File: src/rtl/mips_pkg.sv
// Shared definitions for the multicycle MIPS main control unit: state encoding,
// opcode/funct constants, datapath select encodings and the control word.
package mips_pkg;

    typedef enum logic [3:0] {
        S_START    = 4'd0,
        S_FETCH    = 4'd1,
        S_DECODE   = 4'd2,
        S_MEMADR   = 4'd3,
        S_MEMREAD  = 4'd4,
        S_MEMWB    = 4'd5,
        S_MEMWRITE = 4'd6,
        S_EXEC     = 4'd7,
        S_ALUWB    = 4'd8,
        S_IMMEXEC  = 4'd9,
        S_IMMWB    = 4'd10,
        S_BRANCH   = 4'd11,
        S_JUMP     = 4'd12,
        S_JR       = 4'd13,
        S_HALT     = 4'd14
    } state_t;

    localparam logic [5:0] OP_RTYPE = 6'b000000;
    localparam logic [5:0] OP_LW    = 6'b100011;
    localparam logic [5:0] OP_SW    = 6'b101011;
    localparam logic [5:0] OP_ADDIU = 6'b001001;
    localparam logic [5:0] OP_BEQ   = 6'b000100;
    localparam logic [5:0] OP_J     = 6'b000010;
    localparam logic [5:0] FUNCT_JR = 6'b001000;

    localparam logic [1:0] ALU_ADD    = 2'b00;
    localparam logic [1:0] ALU_SUB    = 2'b01;
    localparam logic [1:0] ALU_FUNCT  = 2'b10;
    localparam logic [1:0] ALU_ADDIMM = 2'b11;

    localparam logic [1:0] SRCB_RT      = 2'b00;
    localparam logic [1:0] SRCB_FOUR    = 2'b01;
    localparam logic [1:0] SRCB_IMM     = 2'b10;
    localparam logic [1:0] SRCB_IMM_SH2 = 2'b11;

    localparam logic [1:0] PC_ALU    = 2'b00;
    localparam logic [1:0] PC_ALUOUT = 2'b01;
    localparam logic [1:0] PC_JUMP   = 2'b10;
    localparam logic [1:0] PC_RS     = 2'b11;

    typedef struct packed {
        logic       read;
        logic       write;
        logic [1:0] alu_op;
        logic       alu_src_a;
        logic [1:0] alu_src_b;
        logic [1:0] pc_source;
        logic       i_or_d;
        logic       ir_write;
        logic       reg_dst;
        logic       mem_to_reg;
        logic       reg_write;
        logic       pc_en;
        logic       active;
    } ctrl_t;

    // Quiescent control word: nothing strobed, machine still running.
    function automatic ctrl_t ctrl_idle();
        ctrl_t c;
        c        = '0;
        c.active = 1'b1;
        return c;
    endfunction

    // Dispatch target out of DECODE; unknown opcodes fall back to FETCH as a NOP.
    function automatic state_t decode_next(input logic [5:0] op, input logic [5:0] fn);
        state_t s;
        case (op)
            OP_LW, OP_SW: s = S_MEMADR;
            OP_RTYPE:     s = (fn == FUNCT_JR) ? S_JR : S_EXEC;
            OP_ADDIU:     s = S_IMMEXEC;
            OP_BEQ:       s = S_BRANCH;
            OP_J:         s = S_JUMP;
            default:      s = S_FETCH;
        endcase
        return s;
    endfunction

endpackage

File: src/rtl/mips_main_control.sv
// Multicycle MIPS main control: Moore FSM sequencing fetch, decode and the
// per-class execute/writeback steps, with memory stalls and a jr-to-zero halt.
module mips_main_control
    import mips_pkg::*;
(
    input  logic       clk,
    input  logic       rst_n,
    input  logic [5:0] opcode,
    input  logic [5:0] funct,
    input  logic       zero,
    input  logic       jr_target_zero,
    input  logic       waitrequest,
    output logic       read,
    output logic       write,
    output logic [1:0] alu_op,
    output logic       alu_src_a,
    output logic [1:0] alu_src_b,
    output logic [1:0] pc_source,
    output logic       i_or_d,
    output logic       ir_write,
    output logic       reg_dst,
    output logic       mem_to_reg,
    output logic       reg_write,
    output logic       pc_en,
    output logic       active,
    output state_t     dbg_state
);

    // Memory handshake: read/write is a request held steady with its address
    // select; the access completes in the first cycle waitrequest is low, and
    // only then may the FSM leave the memory state.
    state_t state;
    state_t next_state;
    ctrl_t  ctrl;

    always_ff @(posedge clk or negedge rst_n) begin
        if (!rst_n) begin
            state <= S_START;
        end else begin
            state <= next_state;
        end
    end

    always_comb begin
        next_state = state;
        case (state)
            S_START:    next_state = S_FETCH;
            S_FETCH:    next_state = waitrequest ? S_FETCH : S_DECODE;
            S_DECODE:   next_state = decode_next(opcode, funct);
            S_MEMADR:   next_state = (opcode == OP_LW) ? S_MEMREAD : S_MEMWRITE;
            S_MEMREAD:  next_state = waitrequest ? S_MEMREAD : S_MEMWB;
            S_MEMWB:    next_state = S_FETCH;
            S_MEMWRITE: next_state = waitrequest ? S_MEMWRITE : S_FETCH;
            S_EXEC:     next_state = S_ALUWB;
            S_ALUWB:    next_state = S_FETCH;
            S_IMMEXEC:  next_state = S_IMMWB;
            S_IMMWB:    next_state = S_FETCH;
            S_BRANCH:   next_state = S_FETCH;
            S_JUMP:     next_state = S_FETCH;
            S_JR:       next_state = jr_target_zero ? S_HALT : S_FETCH;
            S_HALT:     next_state = S_HALT;
            default:    next_state = S_START;
        endcase
    end

    always_comb begin
        ctrl = ctrl_idle();
        case (state)
            S_FETCH: begin
                ctrl.read      = 1'b1;
                ctrl.i_or_d    = 1'b0;
                ctrl.alu_src_a = 1'b0;
                ctrl.alu_src_b = SRCB_FOUR;
                ctrl.alu_op    = ALU_ADD;
                ctrl.pc_source = PC_ALU;
                ctrl.ir_write  = !waitrequest;
                ctrl.pc_en     = !waitrequest;
            end
            S_DECODE: begin
                ctrl.alu_src_a = 1'b0;
                ctrl.alu_src_b = SRCB_IMM_SH2;
                ctrl.alu_op    = ALU_ADD;
            end
            S_MEMADR: begin
                ctrl.alu_src_a = 1'b1;
                ctrl.alu_src_b = SRCB_IMM;
                ctrl.alu_op    = ALU_ADD;
            end
            S_MEMREAD: begin
                ctrl.read   = 1'b1;
                ctrl.i_or_d = 1'b1;
            end
            S_MEMWB: begin
                ctrl.reg_write  = 1'b1;
                ctrl.reg_dst    = 1'b0;
                ctrl.mem_to_reg = 1'b1;
            end
            S_MEMWRITE: begin
                ctrl.write  = 1'b1;
                ctrl.i_or_d = 1'b1;
            end
            S_EXEC: begin
                ctrl.alu_src_a = 1'b1;
                ctrl.alu_src_b = SRCB_RT;
                ctrl.alu_op    = ALU_FUNCT;
            end
            S_ALUWB: begin
                ctrl.reg_write  = 1'b1;
                ctrl.reg_dst    = 1'b1;
                ctrl.mem_to_reg = 1'b0;
            end
            S_IMMEXEC: begin
                ctrl.alu_src_a = 1'b1;
                ctrl.alu_src_b = SRCB_IMM;
                ctrl.alu_op    = ALU_ADDIMM;
            end
            S_IMMWB: begin
                ctrl.reg_write  = 1'b1;
                ctrl.reg_dst    = 1'b0;
                ctrl.mem_to_reg = 1'b0;
            end
            // The branch target was parked in ALUOut during DECODE.
            S_BRANCH: begin
                ctrl.alu_src_a = 1'b1;
                ctrl.alu_src_b = SRCB_RT;
                ctrl.alu_op    = ALU_SUB;
                ctrl.pc_source = PC_ALUOUT;
                ctrl.pc_en     = zero;
            end
            S_JUMP: begin
                ctrl.pc_source = PC_JUMP;
                ctrl.pc_en     = 1'b1;
            end
            S_JR: begin
                ctrl.pc_source = PC_RS;
                ctrl.pc_en     = 1'b1;
            end
            S_HALT: begin
                ctrl.active = 1'b0;
            end
            default: ctrl = ctrl_idle();
        endcase
    end

    assign read       = ctrl.read;
    assign write      = ctrl.write;
    assign alu_op     = ctrl.alu_op;
    assign alu_src_a  = ctrl.alu_src_a;
    assign alu_src_b  = ctrl.alu_src_b;
    assign pc_source  = ctrl.pc_source;
    assign i_or_d     = ctrl.i_or_d;
    assign ir_write   = ctrl.ir_write;
    assign reg_dst    = ctrl.reg_dst;
    assign mem_to_reg = ctrl.mem_to_reg;
    assign reg_write  = ctrl.reg_write;
    assign pc_en      = ctrl.pc_en;
    assign active     = ctrl.active;
    assign dbg_state  = state;

endmodule

File: config.mk
export PLATFORM = sky130hd
export DESIGN_NAME = mips_main_control
export DESIGN_NICKNAME = d
export VERILOG_FILES = /design/src/rtl/mips_pkg.sv /design/src/rtl/mips_main_control.sv
export SDC_FILE = /design/constraint.sdc
export NUM_CORES = 1
export LEC_CHECK = 0
export BUFFER_PORTS_ARGS = -buffer_cell sky130_fd_sc_hd__buf_2
export CAP_MARGIN = 20
export CORE_MARGIN = 2
export CORE_UTILIZATION = 43
export DETAILED_ROUTE_END_ITERATION = 8
export MAX_ROUTING_LAYER = met4
export PLACE_DENSITY = 0.79
export SYNTH_ARGS = -nofsm -noshare
export SYNTH_HDL_FRONTEND = slang
export SYNTH_SLANG_ARGS = --single-unit
File: constraint.sdc
create_clock -name clk -period 2 [get_ports clk]
set_clock_uncertainty 0.1 [all_clocks]
set_input_delay 0 -clock clk [delete_from_list [all_inputs] [get_ports clk]]
set_output_delay 0 -clock clk [all_outputs]
set_load 0.02 [all_outputs]
==> reports/qor.csv, run 1 <==
metric,value,unit
status,"complete, no violations",
yosysWarnings,0,
routed_via_density,5.65,
rsz0062_at_grt,no,
start_util,0.479,
synth_area,647,µm²
synth_edf_count,0,
cts_root_buf,clkbuf_4,
dp_cells,139,
total_power,1.06,mW
synth.avg_cell_area,6.74,µm²
drt_first_pass_iters,4,
period_needed,1780,ps
drc,0,
final_util,0.627,
cp.arrival,1680,ps
antenna_cells,0,
grt_pass1_vias,678,
finalHoldViolCount,0,
fin_crit_sh,0.892,
grt_use_total,0.200,
nets,147,
worstMarginPinSlew,667,ps
maxSlewViolCount,0,
holdCritPathClass,primary input to async pin,
routabilityCongestion,0.830,
die_w,42.8,µm
worstPathMaxFanout,24,
fillers,131,
max_freq,560,MHz
synth.top_cells.by_area,"dfrtp_1, nor2_1, nand2b_1",
ff_latch_area,100,µm²
leakagePower,0.419,nW
grt_pass1_wl,2.82,mm
clk_latency,230,ps
dieHeight,42.8,µm
post_cts_resized,0,
hold_slack,12.2,ps
ctsHoldBuffers,1,
grt_max_degree,25,
setup_ws,215,ps
max_slew_margin,0.555,
clk_pin_slew,40,ps
synth_ff_type,dfrtp_1,
first_iter_violations,14,
worstSetupPathType,flip-flop to primary output,
maxCapViolations,0,
mostFrequentLayoutCell,buf_2,
multi_input_area,493,µm²
design_area,847,µm²
ios,37,
drt_wl_total,1.77,mm
place_ws,376,ps
layout_common_cells,"buf_2, nor2_1, nand2_1",
ys_async_sr_fraction,1.00,
syn_nets,113,
fin_setup_tns,0,ps
area_growth,30.9,%
cts_tree,done,
detail_route.wl_per_cell,12.4,µm
end_kind,primary output,
numCtsBuffers,3,
die_area,0.00183,mm²
synth_top_cell_by_area,dfrtp_1,
gr-total-overflow,0,
rows,13,
synth_top_area_share,0.155,
clk_path_buf_depth,2,
largest_register_ffs,4,
vias,808,
drive_gt1_frac,0.328,
ys_ff_latch,4,
stdcell_count,143,
synth_cell_types,42,
htree_levels,1,
grt_antenna_before_repair,0,
synth-seq-area-share,0.155,
postRouteAntennaNets,0,
syn-instance-count,96,
finalSetupViolCount,0,
port_buffers,36,
placed_area,815,µm²
cts_setup_buffers,0,
critPathLaunchType,flip-flop,
design.core.area,0.00135,mm²
required,1900,ps
powerDensity,1250,mW/mm²
irDropWorstVdd,0.000535,V
post-dp-hpwl,1.34,mm
cts_sinks,4,
[per-layer routing]
layer,GRT usage,vias up,share of wire
met5,-,-,0
met1,0.242,363,0.45
li1,-,417,-
met2,0.318,28,0.50
met3,0.0426,0,0.055
met4,0.0813,0,0
[power by group]
group	leakage, nW	internal, mW	total (mW)	switching [mW]
Clock	0.0138	0.0669	0.0971	0.0302
Sequential	0.0512	0.111	0.261	0.150
Combinational	0.354	0.287	0.698	0.411
Total	0.419	0.465	1.06	0.591
[cell families after synthesis]
group                  count (synthesis)  share of synthesized area
AND/OR/NAND/NOR                       45                      0.387
AO/OA/AOI/OAI                         28                      0.306
buffers and inverters                 14                     0.0832
XOR/XNOR                               4                     0.0542
flip-flops                             4                      0.155
multiplexers                           1                     0.0155
[final cells by class]
cell class	instances	share of cell area
repair buffers	37	0.225
inverters	6	0.0266
clock buffers	3	0.0266
multi-input cells	78	0.582
well taps	15	0.0222
flip-flops and latches	4	0.118
[worst max-delay path, stage by stage (launching register included)]
cell and delay [ps]:
dfrtp_1 760, nand2_1 200, or2_2 330, buf_2 160
[final timing paths]
kind,cells past startpoint,to,slack (ps),from
hold reg to reg,1,dbg_state[2],730,dbg_state[2]
setup reg to reg,3,dbg_state[0],300,dbg_state[1]
min in group clk,5,dbg_state[1],70,jr_target_zero
max in group asynchronous,2,dbg_state[2],1670,rst_n
hold / removal,2,dbg_state[1],10,rst_n
setup / recovery,3,active,220,dbg_state[3]
[Yosys cell counts (2+ instances only)]
cell type	number
nor3_1	5
a21oi_1	6
nand2_1	7
nor2b_1	3
xor2_1	2
o21ai_0	4
a21o_1	2
a31oi_1	3
inv_1	6
nand2b_1	5
clkbuf_1	6
and3_1	2
xnor2_1	2
nor2_1	11
dfrtp_1	4
a211o_1	2
(Power assumes the default switching activity.)
==> run 2: changes to the inputs <==
--- a/config.mk
+++ b/config.mk
@@ -5,13 +5,14 @@
 export SDC_FILE = /design/constraint.sdc
 export NUM_CORES = 1
 export LEC_CHECK = 0
+export ABC_AREA = 1
 export BUFFER_PORTS_ARGS = -buffer_cell sky130_fd_sc_hd__buf_2
 export CAP_MARGIN = 20
 export CORE_MARGIN = 2
-export CORE_UTILIZATION = 43
+export CORE_UTILIZATION = 41
 export DETAILED_ROUTE_END_ITERATION = 8
 export MAX_ROUTING_LAYER = met4
-export PLACE_DENSITY = 0.79
+export PLACE_DENSITY = 0.78
 export SYNTH_ARGS = -nofsm -noshare
 export SYNTH_HDL_FRONTEND = slang
 export SYNTH_SLANG_ARGS = --single-unit
==> run 2 against run 1 <==
Against the previous run: total power decreased by 9.4%; hold slack improved by 35 ps; clock power is 5% higher; global-route usage is essentially flat; worst setup slack better by 260 ps; highest routed layer is now met4; critical path type unchanged; register-to-register slack improved by 330 ps.
==> reports/qor.csv, run 2 <==
metric,value,unit
port_buffers,36,
fin_setup_tns,0,ps
final_util,0.637,
synth_top_area_share,0.182,
intPower,0.397,mW
grt_max_degree,8,
leakagePower,0.563,nW
largest_register_ffs,4,
cts_sinks,4,
synth_ff_type,dfrtp_1,
start_util,0.443,
antenna_cells,0,
critPathLaunchType,flip-flop,
synth-seq-area-share,0.174,
max_slew_margin,0.772,
gr-total-overflow,0,
synth.avg_cell_area,5.24,µm²
ys_async_sr_fraction,1.00,
drt_first_pass_iters,4,
min_to,dbg_state[2],
grt_pass1_vias,669,
r2r_slack,630,ps
synth_edf_count,0,
syn_nets,127,
die_w,41.5,µm
holdCritPathClass,primary input to flip-flop,
fin_crit_sh,0.763,
p_sw_frac,0.585,
worstSetupPathType,flip-flop to primary output,
finalSetupViolCount,0,
postRouteAntennaNets,0,
status,"complete, no violations",
end_kind,primary output,
cp.arrival,1430,ps
numCtsBuffers,3,
p_sw,0.560,mW
worstHoldStart,opcode[0],
mostFrequentLayoutCell,buf_2,
period_needed,1530,ps
post-dp-hpwl,1.34,mm
synth_common_cells,"nand2_1, nor2_1, inv_1",
irDropWorstVdd,0.000436,V
clk_pin_slew,40,ps
area_growth,43.6,%
die_area,0.00172,mm²
drt_wl_total,1.60,mm
required,1900,ps
detail_route.wl_per_cell,9.60,µm
clk_latency,240,ps
drive_gt1_frac,0.355,
clk_path_buf_depth,2,
grt_pass1_wl,2.70,mm
first_iter_violations,11,
routed_via_density,4.94,
syn-instance-count,110,
power.share.clock,0.106,
r2r_end,dbg_state[0],
setup_ws,475,ps
synth_top_cell_by_area,nand2_1,
worstMarginPinSlew,341,ps
finalHoldViolCount,0,
powerDensity,1160,mW/mm²
synth_cell_types,17,
worstReg2RegStart,dbg_state[1],
yosysMostFrequentCell,nand2_1,
rr_worst_depth,6,
ys_ff_latch,4,
maxCapViolations,0,
nets,171,
design.core.area,0.00130,mm²
cts_root_buf,clkbuf_4,
layout_common_cells,"buf_2, nand2_1, nor2_1",
p_comb_frac,0.706,
place_ws,646,ps
drc,0,
synth_area,577,µm²
routabilityCongestion,0.918,
max_freq,656,MHz
rsz0062_at_grt,no,
vias,825,
maxSlewViolCount,0,
grt_antenna_before_repair,0,
worstPathMaxFanout,6,
rows,13,
synth.top_cells.by_area,"nand2_1, dfrtp_1, nor2_1",
ios,37,
dieHeight,41.5,µm
cts_tree,done,
htree_levels,1,
min_path_cells,4,
yosysWarnings,0,
grt_use_total,0.200,
hold_slack,46.8,ps
seq_power_share,0.187,
==> run 2: critical path, cell delays in order, from the launching register on <==
cell and delay, ps:
dfrtp_1 450, nor2_2 270, nand3_1 170, nand4_1 120, buf_2 170
==> run 2: logic make-up (layout without fill, tap and decap cells) <==
family,count (synthesis),after routing,share of synthesized area
AND/OR/NAND/NOR,76,76,0.605
buffers and inverters,22,64,0.145
flip-flops,4,4,0.174
AO/OA/AOI/OAI,8,8,0.0759
==> run 2: worst max path at each step <==
stage,start,endpoint
global route,dbg_state[1],pc_en
global placement,dbg_state[1],dbg_state[0]
floorplan,dbg_state[2],dbg_state[0]
CTS,dbg_state[2],alu_src_b[1]
detailed placement,dbg_state[1],dbg_state[0]
finish,dbg_state[2],pc_en
==> run 2: power groups by stage <==
stage	Clock, mW	Combinational [mW]	Sequential [mW]
CTS	0.101	0.671	0.178
floorplan	0	0.432	0.206
global route	0.110	0.744	0.186
detailed placement	0	0.665	0.179
global placement	0	0.658	0.175
finish	0.102	0.676	0.179
==> run 2: cell type report <==
cell class,count,area [µm²]
well taps,15,18.8
flip-flops and latches,4,100
repair buffers,39,210
fillers,139,473
clock buffers,3,22.5
inverters,22,83.8
multi-input cells,84,393
==> run 2: routing by layer <==
layer / GRT usage / routed length (µm) / part of all wire
met2: 0.341 / 793 / 0.49
met3: 0.0478 / 136 / 0.085
met5: - / 0 / 0
met1: 0.239 / 659 / 0.41
met4: 0.0387 / 14 / 0.0087
==> run 2: stage by stage <==
stage / cell area, µm² / total power [mW] / std cells
after CTS: 828 / 0.951 / 167
final: 828 / 0.957 / 167
after floorplan: 577 / 0.638 / 110
after detailed placement: 776 / 0.844 / 161
after global placement: 776 / 0.833 / 161
after global routing: 828 / 1.04 / 167
==> run 2: timing repair <==
| action | CTS | global route |
|---|---|---|
| resized for setup | 0 | 0 |
| endpoints found under the setup margin | 0 | 0 |
| endpoints found under the hold margin | 5 | 0 |
| hold buffers | 3 | 0 |
| buffers inserted | 0 | 0 |
==> run 3: changes to the inputs <==
--- a/config.mk
+++ b/config.mk
@@ -5,14 +5,14 @@
 export SDC_FILE = /design/constraint.sdc
 export NUM_CORES = 1
 export LEC_CHECK = 0
-export ABC_AREA = 1
+export ABC_AREA = 0
 export BUFFER_PORTS_ARGS = -buffer_cell sky130_fd_sc_hd__buf_2
 export CAP_MARGIN = 20
 export CORE_MARGIN = 2
-export CORE_UTILIZATION = 41
+export CORE_UTILIZATION = 39
 export DETAILED_ROUTE_END_ITERATION = 8
 export MAX_ROUTING_LAYER = met4
-export PLACE_DENSITY = 0.78
+export PLACE_DENSITY = 0.75
 export SYNTH_ARGS = -nofsm -noshare
 export SYNTH_HDL_FRONTEND = slang
 export SYNTH_SLANG_ARGS = --single-unit
==> constraint.sdc (replaced) <==
create_clock -name clk -period 1.3 [get_ports clk]
set_clock_uncertainty 0.1 [all_clocks]
set_input_delay 0 -clock clk [delete_from_list [all_inputs] [get_ports clk]]
set_output_delay 0 -clock clk [all_outputs]
set_load 0.02 [all_outputs]
==> run 3 against run 2 <==
Against the previous run: the flow now stops in global routing (5_1_grt); synthesized cell count shrank 13%; area after synthesis grew 12%.
==> reports/qor.csv, run 3 <==
metric,value,unit
syn_nets,113,
routabilityCongestion,0.865,
clk_path_buf_depth,2,
synth_area,647,µm²
synth_edf_count,0,
worstEpCategory,top-level output,
synth_ff_type,dfrtp_1,
start_util,0.424,
synth_cell_types,42,
ys_async_sr_fraction,1.00,
synth.area.mux_share,0.0155,
grt_max_degree,14,
place_ws,-161,ps
post-dp-hpwl,1.73,mm
port_buffers,36,
synth.avg_cell_area,6.74,µm²
synth-seq-area-share,0.155,
ys_ff_latch,4,
dieHeight,44.7,µm
syn-instance-count,96,
numCtsBuffers,3,
yosysMostFrequentCell,nor2_1,
cts_sinks,4,
status,stopped before the end,
synth-xor-area-share,0.0542,
rows,14,
htree_levels,1,
ios,37,
cts_root_buf,clkbuf_4,
postGrtWorstEndpoint,alu_op[1],
synth_top_area_share,0.155,
lastStage,global routing (5_1_grt),
synth_common_cells,"nor2_1, nand2_1, a21oi_1, clkbuf_1, inv_1",
die_w,44.7,µm
synth-compound-area-share,0.306,
yosys.area_share.simple,0.387,
synth_top_cell_by_area,dfrtp_1,
synth_top_family_by_area,simple AND/OR/NAND/NOR gates,
synthAdderAreaFrac,0,
tool.error,"[ERROR DPL-0038] Utilization greater than 100%, impossible to legalize",
synth.top_cells.by_area,"dfrtp_1, nor2_1, nand2b_1",
yosysWarnings,0,
==> run 3: cell count changes after synthesis, moves of 6 or more <==
cell,before,now
inv_2,6,0
nand2_1,28,7
nor2_1,23,11
nand3_1,14,1
inv_1,15,6
clkbuf_1,0,6
==> run 3: logic make-up after synthesis <==
kind of cell	after synthesis
and+or+nand+nor	45
AOI/OAI and AO/OA	28
buffers and inverters	14
xor gates and xnor gates	4
DFF	4
muxes	1
==> run 3: repair_timing <==
action	CTS
hold buffers	2
gates resized for setup	55
pin swaps	14
endpoints found under the setup margin	20
buffers inserted	15
endpoints found under the hold margin	4
==> run 3: through the flow <==
stage / area, µm² / instances
floorplan: 822 / 96
global placement: 1120 / 164
detailed placement: 1120 / 164
CTS: 1470 / 184
==> run 4: changes to the inputs <==
--- a/config.mk
+++ b/config.mk
@@ -8,11 +8,10 @@
 export ABC_AREA = 0
 export BUFFER_PORTS_ARGS = -buffer_cell sky130_fd_sc_hd__buf_2
 export CAP_MARGIN = 20
-export CORE_MARGIN = 2
-export CORE_UTILIZATION = 39
+export CORE_AREA = 2 2 63 65
 export DETAILED_ROUTE_END_ITERATION = 8
-export MAX_ROUTING_LAYER = met4
-export PLACE_DENSITY = 0.75
+export DIE_AREA = 0 0 65 67
+export PLACE_DENSITY_LB_ADDON = 0.15
 export SYNTH_ARGS = -nofsm -noshare
 export SYNTH_HDL_FRONTEND = slang
 export SYNTH_SLANG_ARGS = --single-unit
==> constraint.sdc (replaced) <==
create_clock -name clk -period 1.7 [get_ports clk]
set_clock_uncertainty 0.1 [all_clocks]
set_input_delay 0 -clock clk [delete_from_list [all_inputs] [get_ports clk]]
set_output_delay 0 -clock clk [all_outputs]
set_load 0.02 [all_outputs]
==> run 4 against run 3 <==
Against the previous run: the flow now finishes without violations.
==> reports/qor.csv, run 4 (same netlist as run 1, synthesis figures left out) <==
metric,value,unit
clk_pin_slew,30,ps
start_util,0.179,
maxSlewViolCount,0,
worstPathMaxFanout,14,
max_slew_margin,0.637,
drt_wl_total,2.21,mm
period_needed,1600,ps
worstSetupPathType,flip-flop to primary output,
cts_sinks,4,
dp_cells,179,
cts_root_buf,clkbuf_8,
area_growth,50.9,%
leakagePower,0.465,nW
r2r_end,dbg_state[0],
irDropWorstVdd,0.000268,V
post-dp-hpwl,1.79,mm
detail_route.wl_per_cell,12.1,µm
drive_gt1_frac,0.385,
fin_crit_sh,0.941,
max_freq,625,MHz
critPathLaunchType,flip-flop,
vias,829,
fillers,399,
htree_levels,1,
rows,22,
port_buffers,36,
r2r_slack,190,ps
cp.arrival,1500,ps
drc,0,
required,1600,ps
end_kind,primary output,
ios,37,
grt_pass1_vias,795,
die_area,0.00436,mm²
worstReg2RegStart,dbg_state[0],
maxCapViolations,0,
clk_path_buf_depth,2,
status,"complete, no violations",
largest_register_ffs,4,
layout_common_cells,"buf_2, nor2_1, buf_4",
postRouteAntennaNets,0,
rr_worst_depth,3,
worstMarginPinSlew,531,ps
grt_max_degree,24,
dieHeight,67,µm
stdcell_count,183,
rsz0062_at_grt,no,
grt_use_total,0.106,
grt_antenna_before_repair,0,
routabilityCongestion,0.766,
fin_setup_tns,0,ps
cts_tree,done,
cts_setup_buffers,0,
gr-total-overflow,0,
die_w,65,µm
finalSetupViolCount,0,
powerDensity,1490,mW/mm²
first_iter_violations,25,
numCtsBuffers,3,
routed_via_density,4.53,
finalHoldViolCount,0,
nets,154,
drt_first_pass_iters,4,
design.core.area,0.00361,mm²
hold_slack,19.5,ps
mostFrequentLayoutCell,buf_2,
clk_latency,210,ps
antenna_cells,0,
holdCritPathClass,primary input to async pin,
grt_pass1_wl,3.61,mm
[run 4: worst max-delay path: stages, from the launching register on]
cell     delay [ps]
dfrtp_1         420
buf_4           210
nor3_1          180
a31oi_1          70
o32ai_2         220
buf_4           180
[run 4: where the power goes]
| part | switching [mW] | internal, mW | leakage, nW |
|---|---|---|---|
| clock network | 0.0462 | 0.151 | 0.0216 |
| registers | 0.0943 | 0.134 | 0.0496 |
| logic | 0.616 | 0.416 | 0.393 |
[run 4: what timing repair did]
item	in CTS	in global routing
hold buffers	1	0
pin swaps	0	0
hold endpoints to repair	4	0
gates resized for setup	1	1
setup endpoints to repair	2	1
cloned	0	0
[run 4: how the worst max path moves through the flow]
stage | start | endpoint | slack (ps) | cells past startpoint
detailed placement | dbg_state[3] | dbg_state[0] | 170 | 3
floorplan | dbg_state[1] | alu_op[1] | 10 | 5
global placement | dbg_state[3] | dbg_state[0] | 180 | 3
CTS | dbg_state[1] | pc_en | 100 | 5
global route | dbg_state[1] | pc_en | 20 | 5
finish | dbg_state[1] | pc_en | 100 | 5
[run 4: layer usage]
metal | share of wire | global-route usage | vias up
met2 | 0.48 | 0.188 | 30
li1 | - | - | 427
met5 | 0 | 0 | -
met1 | 0.45 | 0.127 | 372
met4 | 0 | 0.0479 | 0
met3 | 0.068 | 0.0135 | 0
[run 4: layout make-up]
type / count / area [µm²] / area share
sequential: 4 / 101 / 0.104
multi-input combinational: 78 / 505 / 0.518
timing repair buffer: 44 / 245 / 0.251
clock buffer: 3 / 41.3 / 0.0423
tap: 48 / 60.1 / 0.0615
inverter: 6 / 22.5 / 0.0231
[run 4: stage by stage]
stage                     setup WS, ps  total power, mW  cell area, µm²   util
after floorplan                   13.0            0.909             659      -
after global placement             183             1.26             921  0.255
after detailed placement           167             1.27             921  0.255
after CTS                         95.0             1.48             973  0.270
after global routing              16.7             1.59             976  0.271
final                              100             1.46             976  0.271
